==> src/rtl/pb_pkg.sv <==
// Shared types for the protobuf field byte path.
// Packed-field geometry and the streamer state encoding.
package pb_pkg;

  localparam int PF_IN_BYTES = 15;
  localparam int PF_TAG_MAX  = 5;
  localparam int PF_VAL_MAX  = 10;

  typedef enum logic {
    IDLE,
    EMIT
  } stream_state_t;

  typedef logic [8*PF_IN_BYTES-1:0] packed_field_t;

endpackage

==> src/rtl/pb_varint_len.sv <==
// Combinational byte length of a packed tag+value varint field.
// Flags err when either varint lacks a terminator byte.
module pb_varint_len
  import pb_pkg::*;
#(
  parameter int IN_BYTES = PF_IN_BYTES,
  parameter int TAG_MAX  = PF_TAG_MAX
) (
  input  logic [8*IN_BYTES-1:0] in_data,
  output logic [3:0]            len,
  output logic                  err
);

  logic [IN_BYTES-1:0] cont;
  logic                tag_hit;
  logic [3:0]          tag_len;
  logic                val_hit;
  logic                unused_bits;

  // Only the continuation bits matter here.
  assign unused_bits = ^in_data;

  always_comb begin
    cont = '0;
    for (int i = 0; i < IN_BYTES; i++) begin
      cont[i] = in_data[8*i+7];
    end
  end

  always_comb begin
    tag_hit = 1'b0;
    tag_len = 4'd0;
    for (int i = 0; i < TAG_MAX; i++) begin
      if (!tag_hit && !cont[i]) begin
        tag_hit = 1'b1;
        tag_len = 4'(i + 1);
      end
    end
  end

  always_comb begin
    val_hit = 1'b0;
    len     = 4'(IN_BYTES);
    for (int i = 1; i < IN_BYTES; i++) begin
      if (tag_hit && !val_hit &&
          4'(i) >= tag_len && !cont[i]) begin
        val_hit = 1'b1;
        len     = 4'(i + 1);
      end
    end
    err = !val_hit;
  end

endmodule

==> src/rtl/pb_field_byte_streamer.sv <==
// Streams one packed varint field per handshake, a byte per cycle.
// PB_STREAM_BYTECOUNT_EN enables the running total_bytes counter.
module pb_field_byte_streamer
  import pb_pkg::*;
#(
  parameter int IN_BYTES = PF_IN_BYTES,
  parameter int TAG_MAX  = PF_TAG_MAX,
  parameter int CNT_W    = 32
) (
  input  logic                  clk,
  input  logic                  rst,
  input  logic [8*IN_BYTES-1:0] in_data,
  input  logic                  in_valid,
  output logic                  in_ready,
  output logic [7:0]            out_byte,
  output logic                  out_valid,
  input  logic                  out_ready,
  output logic                  out_last,
  output logic                  out_err,
  output logic                  busy,
  output logic [CNT_W-1:0]      total_bytes
);

  localparam int W = 8 * IN_BYTES;

  stream_state_t state;
  logic [W-1:0]  shreg;
  logic [3:0]    idx;
  logic [3:0]    len_q;
  logic          last_q;
  logic          err_q;
  logic [3:0]    len;
  logic          err;
  logic          accept;
  logic          fire;

  pb_varint_len #(
    .IN_BYTES (IN_BYTES),
    .TAG_MAX  (TAG_MAX)
  ) u_len (
    .in_data (in_data),
    .len     (len),
    .err     (err)
  );

  // A new field may load on the same cycle the last byte leaves.
  assign in_ready = (state == IDLE) || (last_q && out_ready);
  assign accept   = in_valid && in_ready;
  assign fire     = out_valid && out_ready;

  assign out_byte = shreg[7:0];
  assign out_last = last_q;
  assign out_err  = err_q;
  assign busy     = (state == EMIT);

  always_ff @(posedge clk) begin
    if (rst) begin
      state     <= IDLE;
      shreg     <= '0;
      idx       <= 4'd0;
      len_q     <= 4'd0;
      last_q    <= 1'b0;
      err_q     <= 1'b0;
      out_valid <= 1'b0;
    end else if (accept) begin
      state     <= EMIT;
      shreg     <= in_data;
      idx       <= 4'd0;
      len_q     <= len;
      last_q    <= (len == 4'd1);
      err_q     <= err;
      out_valid <= 1'b1;
    end else if (fire) begin
      if (last_q) begin
        state     <= IDLE;
        shreg     <= '0;
        idx       <= 4'd0;
        last_q    <= 1'b0;
        err_q     <= 1'b0;
        out_valid <= 1'b0;
      end else begin
        shreg  <= shreg >> 8;
        idx    <= idx + 4'd1;
        last_q <= (idx + 4'd2 == len_q);
      end
    end
  end

`ifdef PB_STREAM_BYTECOUNT_EN
  logic [CNT_W-1:0] cnt;

  always_ff @(posedge clk) begin
    if (rst) begin
      cnt <= '0;
    end else if (fire) begin
      cnt <= cnt + CNT_W'(1);
    end
  end

  assign total_bytes = cnt;
`else
  assign total_bytes = '0;
`endif

endmodule

==> config.mk <==
export PLATFORM = sky130hd
export DESIGN_NAME = pb_field_byte_streamer
export DESIGN_NICKNAME = d
export VERILOG_FILES = /design/src/rtl/pb_pkg.sv /design/src/rtl/pb_varint_len.sv /design/src/rtl/pb_field_byte_streamer.sv
export SDC_FILE = /design/constraint.sdc
export NUM_CORES = 1
export LEC_CHECK = 0
export ABC_AREA = 0
export CAP_MARGIN = 10
export CORE_MARGIN = 2
export CORE_UTILIZATION = 54
export CTS_CLUSTER_SIZE = 12
export DETAILED_ROUTE_END_ITERATION = 7
export HOLD_SLACK_MARGIN = 0.02
export PLACE_DENSITY_LB_ADDON = 0.12
export REMOVE_ABC_BUFFERS = 1
export SYNTH_ARGS = -nofsm -noshare
export SYNTH_HDL_FRONTEND = slang
export SYNTH_HIERARCHICAL = 1
export SYNTH_SLANG_ARGS = --single-unit
==> constraint.sdc <==
create_clock -name clk -period 5.76 [get_ports clk]
set_input_delay 1.152 -clock clk [delete_from_list [all_inputs] [get_ports clk]]
set_output_delay 1.152 -clock clk [all_outputs]
set_load 0.01 [all_outputs]
* Yosys cells after proc, flatten, opt, wreduce, memory -nomap -nowiden *
Index checks and enable logic that the tools add are counted.

cells by class
  add/subtract/negate cells = 2
  order comparisons = 14
  equality and inequality tests = 2
  muxes and demuxes = 49
  bitwise logic cells = 1
  reductions and logical operators = 84

operators with widths
  cell                   count
  $mux W120              2
  $mux W112              1
  $mux W4                15
  $logic_and A1 B1 Y1    48
  $logic_not A1 Y1       31
  $ge A4 B3 Y1 const A   7
  $mux W1                27
  $ge A3 B3 Y1 const A   4
  $ge A2 B3 Y1 const A   2
  $mux W3                2
  $add A4 B1 Y4 const B  1
  $add A4 B2 Y4 const B  1
  $eq A4 B1 Y1 const B   1
  $eq A4 B4 Y1           1
  $mux W2                2
  $reduce_bool A2 Y1     2
  $ge A1 B3 Y1 const A   1
  $reduce_and A2 Y1      1
  $reduce_or A2 Y1       1
  $logic_or A1 B1 Y1     1
  $not A1 Y1             1

word-level totals
  register bits after elaboration = 131
  logic and storage cells = 158

* Longest topological paths before layout *
  depth in word-level cells = 83
  mapped depth = 8

* Cells and area by module *
Netlist, hierarchy kept.

by module, submodules not included
  module                  instances  cells each  area each (sq um)  sequential area each (sq um)
  pb_field_byte_streamer  1          775         6,495.0            2,622.5
  pb_varint_len           1          53          344.1              0.0

* Worst setup path before layout *
Ideal clock, no wire load.

  path kind = input-to-reg
  start = in in_data[15]
  end = reg last_q, in the netlist out_last
  setup time = 95 ps
  data arrival time = 2,524 ps
  path slack = 3,141 ps
  stages on the path = 8
  path buffers = 1
  cells stage by stage = buf_6 > a21oi_1 > a211oi_1 > or3_1 > a31oi_1 > nor4b_1 > mux2i_1 > a221oi_1

on the way
  longest elaborated chain between the ends = 83
  elaborated cells between the ends (all ways) = 113
  classes of those cells = 14 x order compare; 1 x eq/ne; 36 x mux; 62 x reduce/logical

RTL lines
  item                              line                                      text
  start: declaration                pb_field_byte_streamer.sv:12              input logic [8*IN_BYTES-1:0] in_data,
  $logic_not A1 Y1 (*)              pb_varint_len.sv:34, pb_varint_len.sv:46
  $logic_and A1 B1 Y1               pb_varint_len.sv:34                       if (!tag_hit && !cont[i]) begin
  $mux W1                           pb_varint_len.sv:34
  $logic_not A1 Y1                  pb_varint_len.sv:34
  $logic_and A1 B1 Y1               pb_varint_len.sv:34
  $mux W1                           pb_varint_len.sv:34
  $logic_not A1 Y1                  pb_varint_len.sv:34
  $logic_and A1 B1 Y1               pb_varint_len.sv:34
  (+67 left out)                    n/a
  $mux W1                           pb_varint_len.sv:45                       if (tag_hit && !val_hit &&
  $logic_not A1 Y1                  pb_varint_len.sv:45
  $logic_and A1 B1 Y1 (2 in a row)  pb_varint_len.sv:45
  $logic_and A1 B1 Y1               pb_varint_len.sv:46                       4'(i) >= tag_len && !cont[i]) begin
  $mux W4 (*)                       pb_varint_len.sv:45
  named net len[0]                  pb_field_byte_streamer.sv:32              logic [3:0] len;
  $eq A4 B1 Y1 (*)                  pb_field_byte_streamer.sv:70              last_q <= (len == 4'd1);
  $mux W1 (*)                       pb_field_byte_streamer.sv:65              end else if (accept) begin
  end signal: assignment            pb_field_byte_streamer.sv:70
  end signal: assignment            pb_field_byte_streamer.sv:84              last_q <= (idx + 4'd2 == len_q);
  end: declaration                  pb_field_byte_streamer.sv:30              logic last_q;

Mark *: on every way through the listed nets, which the timed path passes. The rest lies on a longest branch.
A chain may end at the register's enable or synchronous reset.

* Final worst setup path *
  start = in out_ready
  end = out in_ready

on the way
  longest elaborated chain between the ends = 2

RTL lines
  item                 line                          text
  start: declaration   pb_field_byte_streamer.sv:17  input logic out_ready,
  $logic_and A1 B1 Y1  pb_field_byte_streamer.sv:47  assign in_ready = (state == IDLE) || (last_q && out_ready);
  $logic_or A1 B1 Y1   pb_field_byte_streamer.sv:47
  end: declaration     pb_field_byte_streamer.sv:14  output logic in_ready,

No other way between the ends.

==> qor.yml <==
tightest_slew_ps: 1070
ys_ff_latch: 131
start_util_pct: 54.6
yosysSeqAreaShare_pct: 38.3
async_flop_share_pct: 0
clk_pin_slew_worst_paths_ps: 50
grt_use_met3_pct: 5.81
required_ps: 4610
finalSetupViolations: 0
drt_iter0_markers: 490
clockRootBuffer: "clkbuf_16"
drv_slew: 0
cp.arrival_ps: 2540
synthToLayoutAreaGrowth_pct: 22.9
grt_overflow: 0
drc: 0
cap_violations: 0
post_cts_buffers: 0
routed_wl_um: 15500
die_h_um: 117
reg2regPathDepth: 5
synth.distinct_cells: 45
crit_fanout: 6
crit_type: "input port to output pin"
power-per-cell-area_mw_per_mm2: 287
relSlewSlack_pct: 28.4
synthCells: 828
synthesis.area_mm2: 0.00684
hold_class: "flop to flop"
final_cell_count_no_fill: 1077
antenna_found_initial: 0
r2r_setup_slack_ps: 3150
fill_cells: 1081
synth.avg_cell_area_um2: 8.26
use_met2_pct: 36.7
numCtsBuffers: 17
synth_edf_count: 0
vias_per_cell: 5.60
busiest_layer: "met2"
port_buffers: 136
critical_path.startpoint_type: "input port"
ir_drop_mv: 0.200
grt_pass1_vias: 5477
gp_congestion: 0.855
ant_nets: 0
hold_viol: 0
critPathLaunch: "out_ready"
max_freq_mhz: 271
dp.cells: 1048
wl_per_cell_um: 14.4
ys_warn_count: 6
synth_top_area_cell: "dfxtp_1"
period_minus_slack_ps: 3690
synth_top_area_share_pct: 38.3
htreeDepth: 4
ctsHoldBuffers: 0
cts.repair.resized: 0
rsz0062_at_grt: "no"
nets: 1021
die_w_um: 117
grt_pass1_wl_um: 25500
clock-sinks: 131
num_vias: 6027
rows: 41
hpwlAfterDp_um: 9490
crit_path_end_kind: "output pin"
rr_endpoint: "shreg[38]"
status: "complete, no violations"
fp.dieArea_mm2: 0.0136
synth_area_leaders: "dfxtp_1 (38%), nor3b_1 (12%), a211oi_1 (11%)"
cts_tree: "built"
fin_area_mm2: 0.00840
p_leak_nw: 2.96
grt_max_degree: 117
clk_path_buf_depth: 2
core_area_mm2: 0.0125
io_pins: 169
insertion_delay_ps: 410
grt_use_met1_pct: 30.9
fin_tns_setup_ps: 0
min_period_over_period_pct: 64.1
drive_gt1_share_pct: 6.41
whs_ps: 463
endpoint: "in_ready"
postPlaceCellArea_mm2: 0.00788
drtPass1Iterations: 5
fin_skew_ps: 7.25
antenna_cells: 0
timing.rr.start: "out_last"
synth_flop_cell: "dfxtp_1"
groute.usage.overall_pct: 23.2
==> metal layers <==
| metal | up-vias | share of wire, % |
|---|---|---|
| li1 | 3036 | - |
| met1 | 2783 | 46 |
| met2 | 187 | 47 |
| met3 | 21 | 5.6 |
| met4 | 0 | 1.6 |
| met5 | - | 0 |
==> per-stage QoR <==
| step | power (mW) | utilization (%) | setup slack, ps |
|---|---|---|---|
| 3_5_place_dp | 1.46 | 62.9 | 2070 |
| 5_1_grt | 2.53 | 67.1 | 2000 |
| 4_1_cts | 2.43 | 67.1 | 2060 |
| 2_1_floorplan | 1.28 | - | -171 |
| 6_report | 2.41 | 67.1 | 2070 |
| 3_3_place_gp | 1.44 | 62.9 | 2100 |
==> cells by family (layout without fill, tap and decap cells) <==
kind of cell	Yosys count	after routing	share of synthesized area [%]
AND/OR/NAND/NOR	399	399	31.2
AO/OA/AOI/OAI	154	154	17.6
flip-flops	131	131	38.3
buffers and inverters	130	176	11.0
XOR/XNOR	8	8	1.02
adder cells (fa/ha/maj)	4	4	0.659
other	1	32	0.0548
multiplexers	1	1	0.146
==> synthesized netlist by cell type (all sizes together) (2+ instances only) <==
library cell  number
o21ai              3
nand3             13
xnor2              4
nand4              3
clkbuf            47
xor2               4
a211oi           115
dfxtp            131
and2               3
nand2b             3
and3               2
nor3             114
maj3               2
ha                 2
inv                4
a31oi              4
a21boi             2
a21oi             20
nor3b            113
a31o               2
buf               79
nand2             24
nor2             118
==> power breakdown <==
| group | internal (mW) | switching (mW) |
|---|---|---|
| logic | 0.202 | 0.208 |
| registers | 0.984 | 0.0488 |
| clock network | 0.605 | 0.365 |
| total | 1.79 | 0.622 |
==> cell usage in the layout, fill, tap and decap left out, types with 2 or more instances in the layout <==
master,n
xor2_1,4
a211oi_1,98
clkbuf_1,4
nor3b_1,113
nor2_1,118
conb_1,32
nor3_1,113
nand4_1,3
clkinv_2,4
a31o_2,2
dfxtp_1,130
a31oi_1,4
a211oi_2,17
clkdlybuf4s50_1,135
maj3_1,2
nand2_4,2
a21oi_1,20
nand2b_1,3
and3_1,2
nand2_1,22
buf_4,7
o21ai_0,3
ha_1,2
clkbuf_8,2
and2_1,2
xnor2_1,4
clkbuf_16,17
nand3_1,13
inv_1,4
==> how the worst min path moves through the flow <==
stage / start / cells after the start / slack, ps / to
final: shreg[114] / 2 / 460 / shreg[114]
after global routing: shreg[113] / 2 / 490 / shreg[113]
after detailed placement: out_err / 1 / 460 / out_err
after global placement: shreg[113] / 2 / 450 / shreg[113]
after floorplan: shreg[112] / 2 / 440 / shreg[112]
after CTS: len_q[0] / 2 / 470 / len_q[0]
==> registers in the layout (all words and copies together) (netlist names) <==
register  flops
shreg       120
idx           4
out_err       1
len_q         4
busy          1
out_last      1
==> cell type report <==
type	count	area (µm²)	area share, %
clock buffers	23	468	5.57
well taps	172	215	2.56
repair buffers	143	1420	16.9
inverters	4	15.0	0.179
flip-flops and latches	131	2630	31.3
multi-input cells	598	3600	42.8
clock inverters	6	57.6	0.685
==> worst max-delay path: stages <==
cell,delay (ps)
clkdlybuf4s50_1,640
a21bo_4,210
clkdlybuf4s50_1,540
(Power assumes the default switching activity.)
